===== src/rtl/mem_arb_pkg.sv =====
// Shared encodings and defaults for the unified-memory port arbiter.
// Latency: n/a (types and constants only).
// Backpressure: n/a.
package mem_arb_pkg;

    // Arbiter sequencing states.
    typedef enum logic [1:0] {
        IDLE  = 2'd0,
        ISSUE = 2'd1,
        WAIT  = 2'd2,
        RESP  = 2'd3
    } state_t;

    // Which requester owns the transaction in flight.
    typedef enum logic {
        GNT_IF = 1'b0,
        GNT_D  = 1'b1
    } gnt_t;

    localparam int DEF_MEM_LAT    = 2;
    localparam int DEF_STARVE_MAX = 3;
    localparam int CNT_W          = 4;

endpackage


===== src/rtl/mem_arb_lat_cnt.sv =====
// Loadable 4-bit down-counter that times the memory read latency window.
// Latency: load/decrement visible the cycle after the strobe; last is combinational on the count.
// Backpressure: none; decrements stop at zero.
//
// Ports: clk, rst_n; load/load_val reload the count; dec decrements;
//        last is high while the count equals 1.
module mem_arb_lat_cnt
    import mem_arb_pkg::*;
(
    input  logic             clk,
    input  logic             rst_n,
    input  logic             load,
    input  logic [CNT_W-1:0] load_val,
    input  logic             dec,
    output logic             last
);

    logic [CNT_W-1:0] cnt;

    always_ff @(posedge clk or negedge rst_n) begin
        if (!rst_n) begin
            cnt <= '0;
        end else if (load) begin
            cnt <= load_val;
        end else if (dec && (cnt != '0)) begin
            cnt <= cnt - 1'b1;
        end
    end

    assign last = (cnt == CNT_W'(1));

endmodule


===== src/rtl/mem_port_arbiter.sv =====
// Arbitrates a single-port unified memory between instruction fetch and data access.
// Latency: request seen in cycle t acks in cycle t+MEM_LAT+2; next grant no earlier than t+MEM_LAT+3.
// Backpressure: a requester is stalled while its req is high and its ack is low; loser stays pending.
//
// Ports: clk, rst_n (async active-low); if_req/if_addr -> if_rdata/if_ack;
//        d_req/d_we/d_addr/d_wdata -> d_rdata/d_ack; registered mem_en/mem_we/mem_addr/mem_wdata
//        to the memory, mem_rdata back from it.
// Optional: define MEM_PORT_ARBITER_STATS_EN to add stat_xfers and stat_conflicts counters.
module mem_port_arbiter
    import mem_arb_pkg::*;
#(
    parameter int AW         = 9,
    parameter int DW         = 32,
    parameter int MEM_LAT    = DEF_MEM_LAT,
    parameter int STARVE_MAX = DEF_STARVE_MAX
) (
    input  logic          clk,
    input  logic          rst_n,
    input  logic          if_req,
    input  logic [AW-1:0] if_addr,
    output logic [DW-1:0] if_rdata,
    output logic          if_ack,
    input  logic          d_req,
    input  logic          d_we,
    input  logic [AW-1:0] d_addr,
    input  logic [DW-1:0] d_wdata,
    output logic [DW-1:0] d_rdata,
    output logic          d_ack,
    output logic          mem_en,
    output logic          mem_we,
    output logic [AW-1:0] mem_addr,
    output logic [DW-1:0] mem_wdata,
    input  logic [DW-1:0] mem_rdata
`ifdef MEM_PORT_ARBITER_STATS_EN
    ,
    output logic [15:0]   stat_xfers,
    output logic [15:0]   stat_conflicts
`endif
);

    localparam logic [CNT_W-1:0] LAT_C    = CNT_W'(MEM_LAT);
    localparam logic [CNT_W-1:0] STARVE_C = CNT_W'(STARVE_MAX);

    state_t           state, state_d;
    gnt_t             gnt, win;
    logic             txn_we;
    logic [CNT_W-1:0] starve_cnt;

    logic both_req, any_req;
    logic take, cap, cnt_load, cnt_dec, cnt_last;
    logic mem_en_d, mem_we_d, if_ack_d, d_ack_d;

    assign both_req = if_req && d_req;
    assign any_req  = if_req || d_req;

    // Data has priority except when fetch has lost STARVE_MAX conflicts in a row.
    assign win = (d_req && !(both_req && (starve_cnt == STARVE_C))) ? GNT_D : GNT_IF;

    mem_arb_lat_cnt u_lat_cnt (
        .clk      (clk),
        .rst_n    (rst_n),
        .load     (cnt_load),
        .load_val (LAT_C),
        .dec      (cnt_dec),
        .last     (cnt_last)
    );

    // Next state plus next values of the registered outputs. mem_en/mem_we are
    // computed on the IDLE->ISSUE edge so they are high exactly in the ISSUE
    // cycle; acks are computed on WAIT->RESP so they pulse in the RESP cycle.
    always_comb begin
        state_d  = state;
        take     = 1'b0;
        cap      = 1'b0;
        cnt_load = 1'b0;
        cnt_dec  = 1'b0;
        mem_en_d = 1'b0;
        mem_we_d = 1'b0;
        if_ack_d = 1'b0;
        d_ack_d  = 1'b0;
        case (state)
            IDLE: begin
                if (any_req) begin
                    take     = 1'b1;
                    mem_en_d = 1'b1;
                    mem_we_d = (win == GNT_D) && d_we;
                    state_d  = ISSUE;
                end
            end
            ISSUE: begin
                cnt_load = 1'b1;
                state_d  = WAIT;
            end
            WAIT: begin
                cnt_dec = 1'b1;
                if (cnt_last) begin
                    cap      = 1'b1;
                    if_ack_d = (gnt == GNT_IF);
                    d_ack_d  = (gnt == GNT_D);
                    state_d  = RESP;
                end
            end
            RESP: begin
                // Requests are deliberately not sampled here.
                state_d = IDLE;
            end
            default: state_d = IDLE;
        endcase
    end

    always_ff @(posedge clk or negedge rst_n) begin
        if (!rst_n) begin
            state      <= IDLE;
            gnt        <= GNT_IF;
            txn_we     <= 1'b0;
            starve_cnt <= '0;
            mem_en     <= 1'b0;
            mem_we     <= 1'b0;
            mem_addr   <= '0;
            mem_wdata  <= '0;
            if_ack     <= 1'b0;
            d_ack      <= 1'b0;
            if_rdata   <= '0;
            d_rdata    <= '0;
        end else begin
            state  <= state_d;
            mem_en <= mem_en_d;
            mem_we <= mem_we_d;
            if_ack <= if_ack_d;
            d_ack  <= d_ack_d;
            if (take) begin
                gnt       <= win;
                txn_we    <= (win == GNT_D) && d_we;
                mem_addr  <= (win == GNT_D) ? d_addr : if_addr;
                mem_wdata <= (win == GNT_D) ? d_wdata : '0;
                if (win == GNT_IF) begin
                    starve_cnt <= '0;
                end else if (both_req && (starve_cnt != '1)) begin
                    starve_cnt <= starve_cnt + 1'b1;
                end
            end
            // Stores leave both read-data registers untouched.
            if (cap && !txn_we) begin
                if (gnt == GNT_IF) begin
                    if_rdata <= mem_rdata;
                end else begin
                    d_rdata <= mem_rdata;
                end
            end
        end
    end

`ifdef MEM_PORT_ARBITER_STATS_EN
    // Free-running 16-bit counters; both wrap naturally.
    always_ff @(posedge clk or negedge rst_n) begin
        if (!rst_n) begin
            stat_xfers     <= '0;
            stat_conflicts <= '0;
        end else begin
            if (state == RESP) begin
                stat_xfers <= stat_xfers + 16'd1;
            end
            if ((state == IDLE) && both_req) begin
                stat_conflicts <= stat_conflicts + 16'd1;
            end
        end
    end
`endif

endmodule


===== config.mk =====
export PLATFORM = sky130hd
export DESIGN_NAME = mem_port_arbiter
export DESIGN_NICKNAME = d
export VERILOG_FILES = /design/src/rtl/mem_arb_pkg.sv /design/src/rtl/mem_arb_lat_cnt.sv /design/src/rtl/mem_port_arbiter.sv
export SDC_FILE = /design/constraint.sdc
export NUM_CORES = 1
export LEC_CHECK = 0
export BUFFER_PORTS_ARGS = -buffer_cell sky130_fd_sc_hd__buf_2
export CORE_UTILIZATION = 40
export DETAILED_ROUTE_END_ITERATION = 10
export GPL_TIMING_DRIVEN = 0
export PLACE_DENSITY_LB_ADDON = 0.1
export SLEW_MARGIN = 20
export SYNTH_ARGS = -nofsm -noshare
export SYNTH_HDL_FRONTEND = slang
export SYNTH_SLANG_ARGS = --single-unit

===== constraint.sdc =====
create_clock -name clk -period 2.35 [get_ports clk]
set_input_delay 0.3525 -clock clk [delete_from_list [all_inputs] [get_ports clk]]
set_output_delay 0.3525 -clock clk [all_outputs]
set_load 0.05 [all_outputs]

==> results of run 1 <==
synthesized netlist by cell type, types with 3 or more instances:
master    count
dfrtp_1     121
a22o_1       33
mux2_2       33
mux2_4       30
nand2_1      20
clkbuf_1     13
o211ai_1     11
inv_1         9
nand4_1       9
ha_1          8
o21ai_0       7
buf_2         4
buf_6         3
nand2b_1      3
how the worst max path moves through the flow:
| stage | to | cells past startpoint |
|---|---|---|
| after detailed placement | d_rdata[3] | 6 |
| after CTS | d_rdata[3] | 6 |
| after floorplan | if_rdata[10] | 7 |
| final | if_rdata[9] | 7 |
| after global placement | mem_wdata[17] | 1 |
| after global routing | d_rdata[8] | 6 |
worst max-delay path, cell delays in order, from the launching register on:
cell     delay (ns)
dfrtp_1        0.38
inv_1          0.10
ha_1           0.16
or3b_4         0.41
or4_1          0.39
buf_2          0.18
buf_6          0.17
mux2_4         0.30
timing repair:
action                                  in CTS  in global routing
endpoints found under the setup margin       0                 54
endpoints found under the hold margin       60                  0
gates resized for setup                      0                  3
hold buffers                                 1                  0
cells by family after synthesis:
kind of cell             Yosys count  share of synthesized area [%]
AO/OA/AOI/OAI                     62                           9.88
buffers and inverters             30                           2.87
AND/OR/NAND/NOR                   51                           5.94
flip-flops                       121                           62.0
multiplexers                      65                           17.3
adder cells (fa/ha/maj)            8                           2.05
through the flow:
| step | cell area, um^2 | setup WS, ns |
|---|---|---|
| detailed placement | 6070 | 0.0314 |
| global placement | 6040 | -0.627 |
| finish | 6700 | 0.127 |
| global route | 6700 | 0.0201 |
| floorplan | 4890 | 0.276 |
| CTS | 6690 | 0.0153 |
registers in the layout, summed over array words and instances, names as in the netlist:
signal         count
d_ack              1
d_rdata           32
gnt                1
if_ack             1
if_rdata          32
mem_addr           9
mem_en             1
mem_wdata         32
mem_we             1
starve_cnt         4
state              2
txn_we             1
u_lat_cnt.cnt      4
layer usage:
metal / vias up / wire length [um] / global-route usage, %
met5: - / 0 / 0
met4: 0 / 187 / 7.73
met3: 17 / 828 / 6.43
met2: 148 / 5010 / 27.9
met1: 1711 / 4940 / 23.2
li1: 1655 / - / -
layout make-up:
| cell class | count | area (um^2) | share of cell area (%) |
|---|---|---|---|
| plain buffers | 20 | 103 | 1.53 |
| clock buffers | 19 | 453 | 6.76 |
| clock inverters | 13 | 151 | 2.26 |
| inverters | 10 | 37.5 | 0.560 |
| multi-input cells | 186 | 1730 | 25.8 |
| flip-flops and latches | 121 | 3030 | 45.2 |
| well taps | 147 | 184 | 2.75 |
| repair buffers | 196 | 1010 | 15.1 |
==> results.json, run 1 <==
{
  "stdcell_count": 712,
  "grt_usage_pct": 18.1,
  "syn_inst": 337,
  "rsz0062_at_grt": "false",
  "tns_ns": 0,
  "final_common_cell": "buf_2",
  "max_freq_mhz": 450,
  "cts_tree": "done",
  "hold_class": "input port to register",
  "die_y_um": 113,
  "synth_edf_count": 0,
  "fillers": 1024,
  "remaining_drc_errors": 0,
  "syn_nets": 432,
  "dp_cells": 679,
  "dp_hpwl_um": 7880,
  "grt-ovfl-total": 0,
  "layout-drive-gt1-share_pct": 53.6,
  "critPathLaunchType": "register",
  "root_buffer": "clkbuf_16",
  "vias": 3531,
  "nNetsFinal": 647,
  "cap_violations": 0,
  "synth-main-ff-cell": "dfrtp_1",
  "holdWs_ns": 0.163,
  "fin_skew_ns": 0.00488,
  "period_share_pct": 94.6,
  "cts_sinks": 121,
  "avgRoutedWirePerCell_um": 15.4,
  "cts.clk_slew.worst_paths_ns": 0.05,
  "synth_top_cell_area_share_pct": 62.0,
  "tightest_slew_ns": 0.579,
  "cp-end-kind": "register",
  "final_cell_mix": "197 x buf_2, 121 x dfrtp_1, 33 x a22o_1, 33 x mux2_2, 30 x mux2_4",
  "vias_per_cell": 4.96,
  "dr.pass1.iters": 4,
  "syn_avg_cell_area_um2": 14.5,
  "grt_max_degree": 62,
  "reg2reg_depth": 7,
  "worstSetupPathType": "register to register",
  "die-area_um2": 12700,
  "coreArea_um2": 12000,
  "htreeDepth": 4,
  "synth-seq-cells": 121,
  "antenna_found_initial": 0,
  "maxSlewViolCount": 0,
  "r2r_end": "if_rdata[9]",
  "clk_latency_ns": 0.40,
  "startpoint": "u_lat_cnt.cnt[1]",
  "whs_endpoint": "mem_wdata[0]",
  "post-cts-setup-buffers": 0,
  "fin_util_pct": 56.0,
  "hold_depth": 2,
  "finalHoldViolCount": 0,
  "reg2reg_from": "u_lat_cnt.cnt[1]",
  "crit_fanout": 10,
  "slew_headroom_pct": 61.4,
  "n_antenna_cell": 0,
  "die_w_um": 113,
  "ys_types": 41,
  "area_delta_synth_final_pct": 37.1,
  "crit_arrival_ns": 2.51,
  "yosysSeqAreaShare_pct": 62.0,
  "fp-row-count": 40,
  "synthTopCellsByArea": "dfrtp_1 62%, mux2_4 9.2%, mux2_2 7.6%",
  "async_reset_ff_share_pct": 100,
  "grt_pass1_vias": 3569,
  "io_pins": 196,
  "drtIter0Drc": 126,
  "hold_start": "d_wdata[0]",
  "min_period_ns": 2.22,
  "wirelength_um": 11000,
  "start_util_pct": 40.8,
  "cts_made_buffers": 17,
  "outcome": "finished, final reports clean",
  "setup-violations-final": 0,
  "grt_pass1_wl_um": 17800,
  "yosysTopAreaCell": "dfrtp_1",
  "routabilityCongestion": 0.764,
  "netlist_area_um2": 4890,
  "crit_required_ns": 2.63,
  "r2r_setup_slack_ns": 0.13,
  "clockBufferDepth": 2,
  "ys_warn_count": 0,
  "io_buffers": 194,
  "postRouteAntennaNets": 0
}
Power of run 1 is left out: the tool's default activity adds up to more than one toggle a clock period on the data nets, which glitch-free logic cannot reach.
==> inputs of run 2 (changes only) <==
- PLACE_DENSITY: not set -> 0.68
- PLACE_DENSITY_LB_ADDON: 0.1 -> not set
==> run 2 against run 1 <==
Effect of this change: clock-buffer cell count is 1 higher; routed wire length increased by 5.3%; via count is 1.4% higher; sequential cell count unchanged; first-iteration DRC count up 55%; fmax decreased by 0.26%; die area stayed put; global-route usage grew 1.4 points; worst setup slack lost 0.0057 ns; design area down 0.15%; non-clock buffer count did not move; critical path type unchanged.
==> results.json, run 2 (same netlist as run 1, synthesis figures left out) <==
{
  "outcome": "finished, final reports clean",
  "critical_path.cell_chain": "inv_2, ha_1, or3b_4, or4_1, buf_4, buf_6, mux2_4",
  "slowest_delay_ns": 0.43,
  "grt_pass1_wl_um": 19000,
  "clk_latency_ns": 0.41,
  "cap_violations": 0,
  "root_buffer": "clkbuf_16",
  "critPathLaunchType": "register",
  "hold_depth": 2,
  "htreeDepth": 4,
  "cp_top_family": "simple AND/OR/NAND/NOR gates",
  "antenna_found_initial": 0,
  "clockBufferDepth": 2,
  "remaining_drc_errors": 0,
  "period_share_pct": 94.9,
  "r2r_end": "if_rdata[18]",
  "die_y_um": 113,
  "rsz0062_at_grt": "false",
  "n_antenna_cell": 0,
  "cts_sinks": 121,
  "fin_skew_ns": 0.00713,
  "worstSetupPathType": "register to register",
  "hold_class": "input port to register",
  "cts_made_buffers": 17,
  "start_util_pct": 40.8,
  "vias": 3580,
  "dp_slack_ns": 0.00658,
  "slew_headroom_pct": 59.3,
  "maxSlewViolCount": 0,
  "dp_hpwl_um": 8470,
  "hold_start": "d_wdata[8]",
  "max_freq_mhz": 449,
  "area_delta_synth_final_pct": 36.9,
  "nNetsFinal": 647,
  "cts_tree": "done",
  "io_buffers": 194,
  "postRouteAntennaNets": 0,
  "r2r_setup_slack_ns": 0.12,
  "layout-drive-gt1-share_pct": 53.5,
  "final_common_cell": "buf_2",
  "fp-row-count": 40,
  "reg2reg_from": "u_lat_cnt.cnt[1]",
  "cp-end-kind": "register",
  "crit_arrival_ns": 2.52,
  "crit_buf_inv": 3,
  "grt_pass1_vias": 3650,
  "grt_usage_pct": 19.5,
  "drtIter0Drc": 195,
  "avgRoutedWirePerCell_um": 16.2,
  "wirelength_um": 11500,
  "crit_required_ns": 2.64,
  "io_pins": 196,
  "tightest_slew_ns": 0.610,
  "routabilityCongestion": 0.730,
  "critPathSlowestCell": "or4_1",
  "reg2reg_depth": 7,
  "postLayoutSetupSlackWorst_ns": 0.121,
  "crit_fanout": 10,
  "min_period_ns": 2.23,
  "grt-ovfl-total": 0,
  "holdWs_ns": 0.152,
  "top_regs": "d_rdata x32, if_rdata x32, mem_wdata x32",
  "die_w_um": 113,
  "finalHoldViolCount": 0,
  "whs_endpoint": "mem_wdata[8]",
  "setup-violations-final": 0,
  "vias_per_cell": 5.03,
  "die-area_um2": 12700,
  "final_cell_mix": "196 x buf_2, 121 x dfrtp_1, 33 x a22o_1, 33 x mux2_2, 30 x mux2_4",
  "coreArea_um2": 12000,
  "grt_max_degree": 69,
  "cts.clk_slew.worst_paths_ns": 0.06,
  "dr.pass1.iters": 6
}
run 2: routing by layer:
layer	track usage [%]	vias up	wire, um
li1	-	1665	-
met1	24.9	1720	5140
met2	30.6	170	5300
met3	5.72	25	828
met4	9.33	0	267
met5	0	-	0
run 2: what timing repair did:
| item | in CTS | in global routing |
|---|---|---|
| setup endpoints to repair | 9 | 70 |
| setup buffers | 0 | 0 |
| gates resized for setup | 1 | 7 |
| hold buffers | 1 | 0 |
| hold endpoints to repair | 53 | 0 |
run 2: layout make-up:
| cell class | instances | area, um^2 |
|---|---|---|
| Fill cell | 967 | 5270 |
| Sequential cell | 121 | 3030 |
| Multi-Input combinational cell | 186 | 1730 |
| Timing Repair Buffer | 196 | 1010 |
| Clock buffer | 20 | 437 |
| Tap cell | 147 | 184 |
| Clock inverter | 12 | 151 |
| Buffer | 20 | 106 |
| Inverter | 10 | 37.5 |
run 2: worst max-delay path by stage:
| stage | from | to | slack, ns | cells after the start |
|---|---|---|---|---|
| final | u_lat_cnt.cnt[1] | if_rdata[18] | 0.12 | 7 |
| after detailed placement | state[0] | mem_wdata[29] | 0.007 | 6 |
| after CTS | u_lat_cnt.cnt[1] | d_rdata[4] | 0.03 | 6 |
| after global routing | starve_cnt[0] | mem_wdata[27] | 0.01 | 6 |
| after floorplan | u_lat_cnt.cnt[1] | if_rdata[10] | 0.28 | 7 |
| after global placement | rst_n | mem_wdata[11] | -0.57 | 1 |
run 2: through the flow:
| stage | setup TNS [ns] | instances | utilization [%] | cell area (um^2) |
|---|---|---|---|---|
| floorplan | 0 | 337 | - | 4890 |
| global placement | -67.71 | 678 | 50.5 | 6040 |
| detailed placement | 0 | 679 | 50.8 | 6070 |
| CTS | 0 | 712 | 55.8 | 6680 |
| global route | 0 | 712 | 55.9 | 6690 |
| finish | 0 | 712 | 55.9 | 6690 |
Power of run 2 is left out for the same reason.
